<file path="config.mk">
export PLATFORM = sky130hd
export DESIGN_NAME = img_capture_packer
export DESIGN_NICKNAME = d
export VERILOG_FILES = /design/src/rtl/img_capture_packer.sv
export SDC_FILE = /design/constraint.sdc
export NUM_CORES = 1
export LEC_CHECK = 0
export BUFFER_PORTS_ARGS = -buffer_cell sky130_fd_sc_hd__buf_2
export CORE_ASPECT_RATIO = 2
export CORE_UTILIZATION = 45
export CTS_CLUSTER_DIAMETER = 100
export DETAILED_ROUTE_END_ITERATION = 6
export GPL_TIMING_DRIVEN = 0
export PLACE_DENSITY = 0.73
export SYNTH_ARGS = -nofsm -noshare
export SYNTH_HDL_FRONTEND = slang
export SYNTH_SLANG_ARGS = --single-unit
</file>
<file path="constraint.sdc">
create_clock -name clk -period 2.7 [get_ports clk]
set_clock_uncertainty 0.15 [all_clocks]
set_input_delay 0.54 -clock clk [delete_from_list [all_inputs] [get_ports clk]]
set_output_delay 0.54 -clock clk [all_outputs]
set_load 0.01 [all_outputs]
</file>
<file path="src/rtl/img_capture_packer.sv">
// -----------------------------------------------------------------------------
// img_capture_packer
//
// Frame-capture engine between the CCD pixel pipeline and the network data
// memory. A start request arms the engine. It then waits for the next rising
// edge of frame-valid and accepts NUM_PXLS valid pixels. These are packed
// PXLS_PER_WORD at a time into wide words, and each word is written to
// consecutive Dmem addresses starting at 0. A partial final word is zero-padded.
// If frame-valid drops before the last pixel, the engine discards the partial
// word, pulses oAbort and re-arms for the next frame.
//
// Optional feature macro: IMG_CAP_THRESH_EN
//   defined   : each accepted pixel is binarised, giving all-ones when
//               iDATA >= iThresh (unsigned) and zero otherwise
//   undefined : pixels are stored raw and iThresh is unused
//
// Ports
//   clk          sole clock; pixel inputs are synchronous to it
//   rst_n        asynchronous active-low reset
//   iCCD_enable  block enable; low forces IDLE on the next edge
//   iStart       capture request (level-sampled in IDLE/DONE)
//   iFVAL        frame valid
//   iDVAL        pixel valid
//   iDATA        pixel value
//   iThresh      binarisation threshold (only with IMG_CAP_THRESH_EN)
//   oDmem_wren   one-cycle write strobe per packed word
//   oDmem_addr   word address
//   oDmem_data   packed word; lane 0 in the LSBs; holds between writes
//   oCCD_Done    capture complete (level, rises with the final write)
//   oBusy        high while waiting for a frame or capturing
//   oAbort       one-cycle pulse on an early frame end
// -----------------------------------------------------------------------------
module img_capture_packer #(
    parameter int PXL_W         = 16,
    parameter int PXLS_PER_WORD = 16,
    parameter int NUM_PXLS      = 784,
    parameter int ADDR_W        = 7
) (
    input  logic                              clk,
    input  logic                              rst_n,
    input  logic                              iCCD_enable,
    input  logic                              iStart,
    input  logic                              iFVAL,
    input  logic                              iDVAL,
    input  logic [PXL_W-1:0]                  iDATA,
    input  logic [PXL_W-1:0]                  iThresh,
    output logic                              oDmem_wren,
    output logic [ADDR_W-1:0]                 oDmem_addr,
    output logic [PXL_W*PXLS_PER_WORD-1:0]    oDmem_data,
    output logic                              oCCD_Done,
    output logic                              oBusy,
    output logic                              oAbort
);

    localparam int WORD_W = PXL_W * PXLS_PER_WORD;
    localparam int CNT_W  = $clog2(NUM_PXLS + 1);
    localparam int LANE_W = $clog2(PXLS_PER_WORD);

    localparam logic [CNT_W-1:0]  LAST_PXL  = CNT_W'(NUM_PXLS - 1);
    localparam logic [LANE_W-1:0] LAST_LANE = LANE_W'(PXLS_PER_WORD - 1);

    typedef enum logic [1:0] {
        ST_IDLE,
        ST_WAIT_FRAME,
        ST_CAPTURE,
        ST_DONE
    } state_t;

    // ------------------------------------------------------------------
    // Registers
    // ------------------------------------------------------------------
    state_t              r_state;
    logic                r_fval_q;
    logic [CNT_W-1:0]    r_cnt;
    logic [LANE_W-1:0]   r_lane;
    logic [ADDR_W-1:0]   r_waddr;
    logic [WORD_W-1:0]   r_pack;

    logic                r_wren;
    logic [ADDR_W-1:0]   r_addr;
    logic [WORD_W-1:0]   r_data;
    logic                r_done;
    logic                r_busy;
    logic                r_abort;

    // ------------------------------------------------------------------
    // Next-state / next-value wires
    // ------------------------------------------------------------------
    state_t              w_state_nxt;
    logic [CNT_W-1:0]    w_cnt_nxt;
    logic [LANE_W-1:0]   w_lane_nxt;
    logic [ADDR_W-1:0]   w_waddr_nxt;
    logic [WORD_W-1:0]   w_pack_nxt;
    logic                w_wren_nxt;
    logic [ADDR_W-1:0]   w_addr_nxt;
    logic [WORD_W-1:0]   w_data_nxt;
    logic                w_done_nxt;
    logic                w_busy_nxt;
    logic                w_abort_nxt;
    logic                w_arm;

    logic                w_frame_start;
    logic [PXL_W-1:0]    w_pix;
    logic [WORD_W-1:0]   w_merged;

    assign w_frame_start = iFVAL & ~r_fval_q;

`ifdef IMG_CAP_THRESH_EN
    assign w_pix = (iDATA >= iThresh) ? '1 : '0;
`else
    assign w_pix = iDATA;
    logic w_unused_thresh;
    assign w_unused_thresh = ^iThresh;
`endif

    // Pack register with the current pixel dropped into its lane. The pack
    // register is cleared after every write, so lanes above the current one
    // are already zero when a short final word is flushed.
    always_comb begin
        w_merged = r_pack;
        for (int unsigned i = 0; i < PXLS_PER_WORD; i++) begin
            if (r_lane == LANE_W'(i)) begin
                w_merged[i*PXL_W +: PXL_W] = w_pix;
            end
        end
    end

    // ------------------------------------------------------------------
    // Next-state and registered-output logic
    // ------------------------------------------------------------------
    // The original per-state output decode is folded in here as next values
    // of the output registers, so every output stays registered.
    always_comb begin
        w_state_nxt = r_state;
        w_cnt_nxt   = r_cnt;
        w_lane_nxt  = r_lane;
        w_waddr_nxt = r_waddr;
        w_pack_nxt  = r_pack;
        w_wren_nxt  = 1'b0;
        w_addr_nxt  = r_addr;
        w_data_nxt  = r_data;
        w_done_nxt  = r_done;
        w_abort_nxt = 1'b0;
        w_arm       = 1'b0;

        unique case (r_state)
            ST_IDLE: begin
                w_done_nxt = 1'b0;
                if (iCCD_enable && iStart) begin
                    w_state_nxt = ST_WAIT_FRAME;
                    w_arm       = 1'b1;
                end
            end

            ST_WAIT_FRAME: begin
                // A pixel in the frame_start cycle itself is not captured.
                if (w_frame_start) begin
                    w_state_nxt = ST_CAPTURE;
                end
            end

            ST_CAPTURE: begin
                if (!iFVAL) begin
                    // Early frame end: drop the partial word and re-arm.
                    w_abort_nxt = 1'b1;
                    w_state_nxt = ST_WAIT_FRAME;
                    w_arm       = 1'b1;
                end else if (iDVAL) begin
                    w_cnt_nxt = r_cnt + CNT_W'(1);
                    if ((r_cnt == LAST_PXL) || (r_lane == LAST_LANE)) begin
                        w_wren_nxt  = 1'b1;
                        w_addr_nxt  = r_waddr;
                        w_data_nxt  = w_merged;
                        w_waddr_nxt = r_waddr + ADDR_W'(1);
                        w_pack_nxt  = '0;
                        w_lane_nxt  = '0;
                    end else begin
                        w_pack_nxt  = w_merged;
                        w_lane_nxt  = r_lane + LANE_W'(1);
                    end
                    if (r_cnt == LAST_PXL) begin
                        w_state_nxt = ST_DONE;
                        w_done_nxt  = 1'b1;
                    end
                end
            end

            ST_DONE: begin
                if (iCCD_enable && iStart) begin
                    w_state_nxt = ST_WAIT_FRAME;
                    w_done_nxt  = 1'b0;
                    w_arm       = 1'b1;
                end
            end

            default: begin
                w_state_nxt = ST_IDLE;
            end
        endcase

        // Every entry to WAIT_FRAME restarts count, lane and address at 0.
        if (w_arm) begin
            w_cnt_nxt   = '0;
            w_lane_nxt  = '0;
            w_waddr_nxt = '0;
            w_pack_nxt  = '0;
        end

        // Disable overrides everything, including a pending abort or write.
        if (!iCCD_enable) begin
            w_state_nxt = ST_IDLE;
            w_wren_nxt  = 1'b0;
            w_done_nxt  = 1'b0;
            w_abort_nxt = 1'b0;
        end

        w_busy_nxt = (w_state_nxt == ST_WAIT_FRAME) || (w_state_nxt == ST_CAPTURE);
    end

    // ------------------------------------------------------------------
    // State register
    // ------------------------------------------------------------------
    always_ff @(posedge clk or negedge rst_n) begin
        if (!rst_n) begin
            r_state <= ST_IDLE;
        end else begin
            r_state <= w_state_nxt;
        end
    end

    // ------------------------------------------------------------------
    // Datapath and output registers
    // ------------------------------------------------------------------
    always_ff @(posedge clk or negedge rst_n) begin
        if (!rst_n) begin
            r_fval_q <= 1'b0;
            r_cnt    <= '0;
            r_lane   <= '0;
            r_waddr  <= '0;
            r_pack   <= '0;
            r_wren   <= 1'b0;
            r_addr   <= '0;
            r_data   <= '0;
            r_done   <= 1'b0;
            r_busy   <= 1'b0;
            r_abort  <= 1'b0;
        end else begin
            r_fval_q <= iFVAL;
            r_cnt    <= w_cnt_nxt;
            r_lane   <= w_lane_nxt;
            r_waddr  <= w_waddr_nxt;
            r_pack   <= w_pack_nxt;
            r_wren   <= w_wren_nxt;
            r_addr   <= w_addr_nxt;
            r_data   <= w_data_nxt;
            r_done   <= w_done_nxt;
            r_busy   <= w_busy_nxt;
            r_abort  <= w_abort_nxt;
        end
    end

    assign oDmem_wren = r_wren;
    assign oDmem_addr = r_addr;
    assign oDmem_data = r_data;
    assign oCCD_Done  = r_done;
    assign oBusy      = r_busy;
    assign oAbort     = r_abort;

endmodule

</file>
==> summary.md, run 1 <==
| Metric | Value |
|---|---|
| Status | `finished with violations` |
| Failing checks | `DRC, capacitance limit, slew limit` |
| Half-perimeter wire length of the detailed placement result | `56700 um` |
| Post-DRT Antenna Nets | `0` |
| Worst slew pin tran | `1.56 ns` |
| Combined area of all synthesized cells | `22600 sq um` |
| Start of the worst register-to-register path | `r_cnt[4]$_DFFE_PN0P_` |
| Crit path max fanout | `10` |
| Unrepaired setup endpoints after global routing | `yes` |
| Number of buffers inserted by port buffering | `288` |
| Worst Path Class, Setup | `reg -> reg` |
| Final-report setup violation count | `0` |
| Vias/cell | `5.93` |
| Type of the worst min-delay path | `in -> reg` |
| Yosys warning count | `0` |
| Area of the die | `~50000 sq um` |
| Final period utilization | `98.3%` |
| Via count of the first global-routing pass | `19700` |
| Initial antenna violation count | `1` |
| Async set-or-reset flop fraction in the synthesized netlist | `100%` |
| Fraction of layout cells with a size suffix above 1 | `19.6%` |
| Unique masters post-synth | `41` |
| Floorplan die width | `160 um` |
| Number of placement rows | `about 120` |
| Total power draw | `approximately 16 mW` |
| Worst Path Arrival | `2.96 ns` |
| Number of filler cells placed in the layout | `~4300` |
| FF-to-FF path depth | `8` |
| IO Pins | `305` |
| Final setup margin | `0.0470 ns` |
| Maxcap violations | `3` |
| Sink of the worst hold path | `r_fval_q$_DFF_PN0_` |
| DIE HEIGHT | `319 um` |
| Source of the worst hold timing path | `iFVAL` |
| Gpl congestion | `between 0.9 and 1` |
| Peak supply drop | `517 uV` |
| Clock Pin Slew Worst Setup and Hold Paths | `0.07 ns` |
| Total length of routed wires | `just over 80000 um` |
| Clock tree from TritonCTS | `done` |
| Layout overhead on the synthesized area | `19.4%` |
| Total via count after detailed routing | `19400` |
| Number of CTS-inserted buffers | `47` |
| Register-to-Register Setup Slack | `approximately 0.047 ns` |
| Maximum number of pins on one net before global-route repair | `approximately 130` |
| Sequential cell area fraction in the yosys report | `60.7%` |
| Maximum number of buffers from clock root to sink | `3` |
| Remaining max-slew budget at the tightest pin | `-4.05%` |
| Post-synthesis instance total | `2243` |
| Worst-case setup slack after placement | `-0.828 ns` |
| Total gr overflow | `0` |
| Top_reg_cell synth | `dfrtp_1` |
| Post-synth EDFFs | `0` |
| Element type at the critical path start | `flop` |
| Overall routing resource usage | `between 30% and 40%` |
| Power Dens Cells | `603 nW/um^2` |
| Pins Over Slew Limit | `21` |
| Router iterations before antenna repair | `7` |
| Hold violation total from the final report | `0` |
| Post-Synthesis Mean Instance Area | `10.1 sq um` |
| Clock latency of the later-clocked register in the worst-skew pair | `0.60 ns` |
| Startpoint of the most critical setup path | `r_cnt[4]$_DFFE_PN0P_` |
| Post-Syn Nets | `2291` |
| Worst hold margin | `0.0197 ns` |
| Starting Density | `a little under half` |
| Fmax | `0.377 GHz` |
| # clock sinks | `roughly 550` |
| Wire length of the first global-routing pass | `123000 um` |
| Placeable core area | `49400 sq um` |
| Minimum period implied by the final worst setup slack | `2.65 ns` |
| P_leak | `13.1 nW` |
| Average wire per standard cell | `approximately 25 um` |
| Capturing point of the worst reg2reg path | `r_pack[72]$_DFFE_PN0P_` |
| Required time at the endpoint of the critical path | `3.01 ns` |
| Final Net Count | `2634` |
| Clock root buffer | `clkbuf_16` |
| Crit end category | `flop` |
| H-tree depth reported by CTS | `2` |
| Drt initial violations | `1640` |
| Flip-flop and latch count after synthesis | `547` |
| DRC viols | `1` |
| Hold Path Stages | `1` |
==> timing repair <==
| item | CTS | global route |
|---|---|---|
| buffers inserted | 1 | 5 |
| cloned | 0 | 1 |
| setup endpoints to repair | 531 | 258 |
| pin swaps | 2 | 6 |
| resized for setup | 88 | 42 |
| hold buffers | 1 | 0 |
| endpoints found under the hold margin | 49 | 0 |
==> where the power goes <==
| part | internal, mW | leakage (nW) | switching [mW] | total [mW] |
|---|---|---|---|---|
| logic | 0.161 | 4.73 | 0.793 | 0.953 |
| clock network | 3.90 | 0.765 | 3.17 | 7.06 |
| registers | 8.21 | 7.64 | 0.0154 | 8.22 |
| total | 12.3 | 13.1 | 3.97 | 16.2 |
==> area by class of cell <==
cell class / instances / area (sq um) / share of cell area [%]
Tap cell: 643 / 805 / 2.99
Buffer: 200 / 1040 / 3.88
Clock buffer: 69 / 1360 / 5.05
Antenna cell: 1 / 2.50 / 0.00929
Clock inverter: 16 / 204 / 0.757
Timing Repair Buffer: 300 / 1650 / 6.14
Inverter: 8 / 30.0 / 0.111
Multi-Input combinational cell: 1482 / 8160 / 30.3
Sequential cell: 547 / 13700 / 50.8
==> cells in the mapped netlist (2+ instances only) <==
cell type | count | area share [%]
xnor2_1 | 6 | 0.23
buf_4 | 21 | 0.70
and3_1 | 23 | 0.64
nor3_1 | 5 | 0.11
buf_2 | 57 | 1.3
a22o_1 | 240 | 9.3
mux2i_1 | 17 | 0.75
and2_1 | 11 | 0.31
o2111ai_1 | 3 | 0.12
or2_2 | 2 | 0.055
a31oi_1 | 240 | 6.7
o21ai_0 | 24 | 0.53
a21oi_1 | 24 | 0.53
nand2_1 | 541 | 9.0
dfrtp_1 | 547 | 61
or4_1 | 2 | 0.067
clkbuf_1 | 125 | 2.1
xor2_1 | 10 | 0.39
nor2b_1 | 2 | 0.055
ha_1 | 10 | 0.55
nand3_1 | 12 | 0.27
inv_1 | 8 | 0.13
or3_1 | 2 | 0.055
nand2b_1 | 2 | 0.055
buf_1 | 2 | 0.033
nor2_1 | 292 | 4.9
==> registers in the layout, indices dropped and copies added (netlist names) <==
signal and cells:
oDmem_addr 7, r_fval_q 1, r_waddr 7, r_lane 4, r_state 2, oDmem_wren 1
r_pack 256, r_cnt 10, oAbort 1, oCCD_Done 1, oBusy 1, oDmem_data 256
==> how the worst max path moves through the flow <==
stage                                  endpoint  slack, ns  cells past startpoint
CTS                     r_pack[122]$_DFFE_PN0P_     -0.002                      9
finish                   r_pack[72]$_DFFE_PN0P_       0.05                      8
global route        oDmem_data[110]$_DFFE_PN0P_      -0.02                      8
global placement     oDmem_data[41]$_DFFE_PN0P_      -9.63                      1
detailed placement      r_pack[120]$_DFFE_PN0P_      -0.83                      9
floorplan               r_pack[118]$_DFFE_PN0P_       0.30                      8
==> worst max-delay path, stage by stage, from the launching register on <==
cell and delay (ns):
dfrtp_1 0.44, or4_4 0.52, or3_4 0.47, nand4_4 0.14, buf_12 0.15, clkbuf_16 0.19, nor2_4 0.07, buf_4 0.19
a22o_1 0.19
==> cells by family (layout without fill, tap and decap cells) <==
logic type | count (synthesis) | count (layout) | share of synthesized area [%]
compound gates | 536 | 536 | 17.3
other cells | 0 | 1 | 0
xor+xnor | 16 | 16 | 0.621
simple gates | 903 | 903 | 15.8
buf+inv | 214 | 593 | 4.26
fa+ha+maj | 10 | 10 | 0.555
flops | 547 | 547 | 60.7
mux | 17 | 17 | 0.754
==> placed cells by master, fill, tap and decap left out, types with 2 or more instances in the layout <==
cell type and count:
dfrtp_1 546, nand2_1 539, buf_2 316, nor2_1 263, a22o_1 240, a31oi_1 240, clkbuf_1 117, clkbuf_16 49
buf_4 40, o21ai_0 24, a21oi_1 22, and3_1 22, nor2_4 18, mux2i_1 17, nor2_2 12, clkbuf_2 12
and2_1 11, nand3_1 10, clkbuf_4 10, clkbuf_8 10, xor2_1 10, inv_1 8, ha_1 7, clkinv_2 7
xnor2_1 6, nor3_1 5, buf_6 5, bufinv_16 4, buf_16 4, o2111ai_1 3, or2_2 2, nor2b_1 2
nand2_2 2, nand2b_1 2, buf_12 2, buf_1 2, or4_1 2, ha_2 2, inv_6 2, clkinvlp_4 2
==> routing by layer <==
layer	GRT usage (%)	up-vias	wire length, um	part of all wire (%)
li1	-	8429	-	-
met1	36.1	9552	28500	34
met2	54.6	1049	40600	49
met3	5.80	326	6270	7.5
met4	27.2	0	7740	9.3
met5	0	-	0	0
==> stage by stage <==
step / utilization [%] / cell area, sq um / setup TNS [ns] / cells
5_1_grt: 54.6 / 26900 / -0.0356 / 3265
2_1_floorplan: - / 22600 / 0 / 2243
3_5_place_dp: 50.5 / 24900 / -269.58 / 3178
6_report: 54.6 / 26900 / 0 / 3266
3_3_place_gp: 50.3 / 24800 / -5454.09 / 3174
4_1_cts: 54.3 / 26800 / -0.00254 / 3262
Note: power is estimated with default switching activity, not from simulation.
==> run 2: changes to the inputs <==
Settings changed: CORE_MARGIN set to 5, GPL_TIMING_DRIVEN 0 to unset.
==> summary.md, run 2 (synthesis results as in run 1) <==
| Metric | Value |
|---|---|
| Status | `finished clean (was finished with violations)` |
| Maximum number of pins on one net before global-route repair | `89 (was 134)` |
| Clk pwr share | `43.6% (was 43.5%)` |
| Post-route cell area | `26800 sq um (was 26900 sq um)` |
| Vias/cell | `5.80 (was 5.93)` |
| Power Dens Cells | `602 nW/um^2 (was 603 nW/um^2)` |
| Final setup margin | `0.115 ns (was 0.0470 ns)` |
| Number of filler cells placed in the layout | `4375 (was 4296)` |
| Number of placement rows | `116 (was 115)` |
| # clock sinks | `547 (unchanged)` |
| P_leak | `13.1 nW (about the same)` |
| Clock root buffer | `clkbuf_16 (unchanged)` |
| Router iterations before antenna repair | `6 (was 7)` |
| Total length of routed wires | `70900 um (was 83100 um)` |
| Average wire per standard cell | `22.4 um (was 25.4 um)` |
| DRC viols | `0 (was 1)` |
| Floorplan die width | `168 um (was 160 um)` |
| Register share of total power | `50.9% (was 50.6%)` |
| Overall routing resource usage | `25.3% (was 32.7%)` |
| H-tree depth reported by CTS | `2 (unchanged)` |
| Worst Path Class, Setup | `reg -> reg (unchanged)` |
| Wire length of the first global-routing pass | `109000 um (was 123000 um)` |
| Fraction of layout cells with a size suffix above 1 | `20.1% (was 19.6%)` |
| Worst slew pin tran | `0.731 ns (was 1.56 ns)` |
| Post-DRT Antenna Nets | `0 (unchanged)` |
| Cell Int Power | `12.4 mW (was 12.3 mW)` |
| IO Pins | `305 (unchanged)` |
| Type of the worst min-delay path | `in -> reg (unchanged)` |
| Maxcap violations | `0 (was 3)` |
| Final-report setup violation count | `0 (unchanged)` |
| Crit path max fanout | `56 (was 10)` |
| Worst Path Arrival | `2.94 ns (was 2.96 ns)` |
| Worst-case setup slack after placement | `-0.188 ns (was -0.828 ns)` |
| Count of antenna diodes in the layout | `0 (was 1)` |
| Remaining max-slew budget at the tightest pin | `51.2% (was -4.05%)` |
| Drt initial violations | `1512 (was 1640)` |
| Area of the die | `55000 sq um (was 51100 sq um)` |
| Layout overhead on the synthesized area | `18.9% (was 19.4%)` |
| Required time at the endpoint of the critical path | `3.06 ns (was 3.01 ns)` |
| Minimum period implied by the final worst setup slack | `2.59 ns (was 2.65 ns)` |
| Clock latency of the later-clocked register in the worst-skew pair | `0.59 ns (was 0.60 ns)` |
| Post-place instance area | `25100 sq um (was 24900 sq um)` |
| Portion of total power attributed to combinational logic | `5.5% (was 5.9%)` |
| Initial antenna violation count | `0 (was 1)` |
| Placeable core area | `49900 sq um (was 49400 sq um)` |
| Pins Over Slew Limit | `0 (was 21)` |
| Starting Density | `45.2% (was 45.7%)` |
| Half-perimeter wire length of the detailed placement result | `47500 um (was 56700 um)` |
| Sw Ratio | `23.4% (was 24.5%)` |
| Clock tree from TritonCTS | `done (unchanged)` |
| Switch Pwr | `3.79 mW (was 3.97 mW)` |
| Crit end category | `flop (unchanged)` |
| Number of buffers inserted by port buffering | `288 (unchanged)` |
| DIE HEIGHT | `327 um (was 319 um)` |
| Total via count after detailed routing | `18400 (was 19400)` |
| Unrepaired setup endpoints after global routing | `no (was yes)` |
| Hold violation total from the final report | `0 (unchanged)` |
| Element type at the critical path start | `flop (unchanged)` |
| Total gr overflow | `0 (unchanged)` |
| Number of CTS-inserted buffers | `47 (unchanged)` |
| Total power draw | `16.1 mW (was 16.2 mW)` |
| Commonest non-fill, non-tap cell in the layout | `dfrtp_1 (unchanged)` |
| Gpl congestion | `0.851 (was 0.925)` |
| Worst hold margin | `0.123 ns (was 0.0197 ns)` |
| Fmax | `0.387 GHz (was 0.377 GHz)` |
| Highest-count cells in the layout ignoring fill and taps | `dfrtp_1, nand2_1, buf_2, nor2_1 (unchanged)` |
| Peak supply drop | `526 uV (was 517 uV)` |
| Final period utilization | `95.8% (was 98.3%)` |
| Clock Pin Slew Worst Setup and Hold Paths | `0.07 ns (about the same)` |
| Maximum number of buffers from clock root to sink | `3 (unchanged)` |
| Via count of the first global-routing pass | `18700 (was 19700)` |
| Final Net Count | `2531 (was 2634)` |
| Buffers inserted by post-CTS timing repair | `0 (was 1)` |
## run 2: cell types whose count changed in the layout (fill, tap and decap cells not counted), sizes merged
cell / before / now
diode: 1 / 0
inv: 10 / 9
clkinv: 8 / 7
buf: 370 / 395
dlygate4sd3: 1 / 2
clkbuf: 198 / 70
## run 2: worst paths after layout
check,from,to,slack [ns],depth (start not counted)
worst max-delay path,r_cnt[7]$_DFFE_PN0P_,oDmem_data[43]$_DFFE_PN0P_,0.11,7
worst min-delay path,iDATA[11],r_pack[171]$_DFFE_PN0P_,0.12,2
worst max register to register,r_cnt[7]$_DFFE_PN0P_,oDmem_data[43]$_DFFE_PN0P_,0.11,7
worst min register to register,oDmem_data[244]$_DFFE_PN0P_,oDmem_data[244]$_DFFE_PN0P_,0.33,2
max in group asynchronous,rst_n,r_pack[179]$_DFFE_PN0P_,1.14,4
min in group asynchronous,rst_n,oDmem_addr[6]$_DFFE_PN0P_,0.35,2
## run 2: final cells by class
| type | instances | area [sq um] | share of cell area (%) |
|---|---|---|---|
| sequential | 547 | 13700 | 51.0 |
| multi-input combinational | 1482 | 8020 | 29.9 |
| timing repair buffer | 397 | 2680 | 10.0 |
| clock buffer | 70 | 1390 | 5.20 |
| tap | 649 | 812 | 3.03 |
| clock inverter | 14 | 198 | 0.737 |
| inverter | 8 | 30.0 | 0.112 |
## run 2: metrics by stage
stage	instances	util, %	TNS (ns)
5_1_grt	3167	53.7	0
4_1_cts	3167	53.7	0
2_1_floorplan	2243	-	0
3_5_place_dp	3081	50.3	-22.00
3_3_place_gp	3081	50.3	-6.57
6_report	3167	53.7	0
## run 2: power by group through the flow
stage / combinational [mW] / clock, mW / sequential, mW
finish: 0.885 / 7.04 / 8.22
global route: 0.961 / 7.49 / 8.21
CTS: 0.892 / 7.20 / 8.22
detailed placement: 0.877 / 0 / 8.38
global placement: 0.853 / 0 / 8.37
floorplan: 0.336 / 0 / 8.38
## run 2: worst max-delay path: stages, from the launching register on
cell     delay, ns
dfrtp_1       0.41
or4_4         0.56
o31a_4        0.45
nor2_4        0.17
buf_12        0.24
buf_16        0.25
nor2_1        0.07
a31oi_1       0.16
## run 2: repair_timing
item / in CTS / in global routing
setup endpoints to repair: 240 / 85
gates resized for setup: 27 / 5
hold buffers: 2 / 0
endpoints found under the hold margin: 43 / 0
## run 2: per-layer routing
metal  track usage, %  share of wire (%)  vias to the layer above  wire, um
met3             5.29                7.0                      188      4990
met1             30.6                 38                     9192     26700
met2             42.6                 50                      773     35200
met5                0                  0                        -         0
li1                 -                  -                     8211         -
met4             12.8                5.7                        0      4010
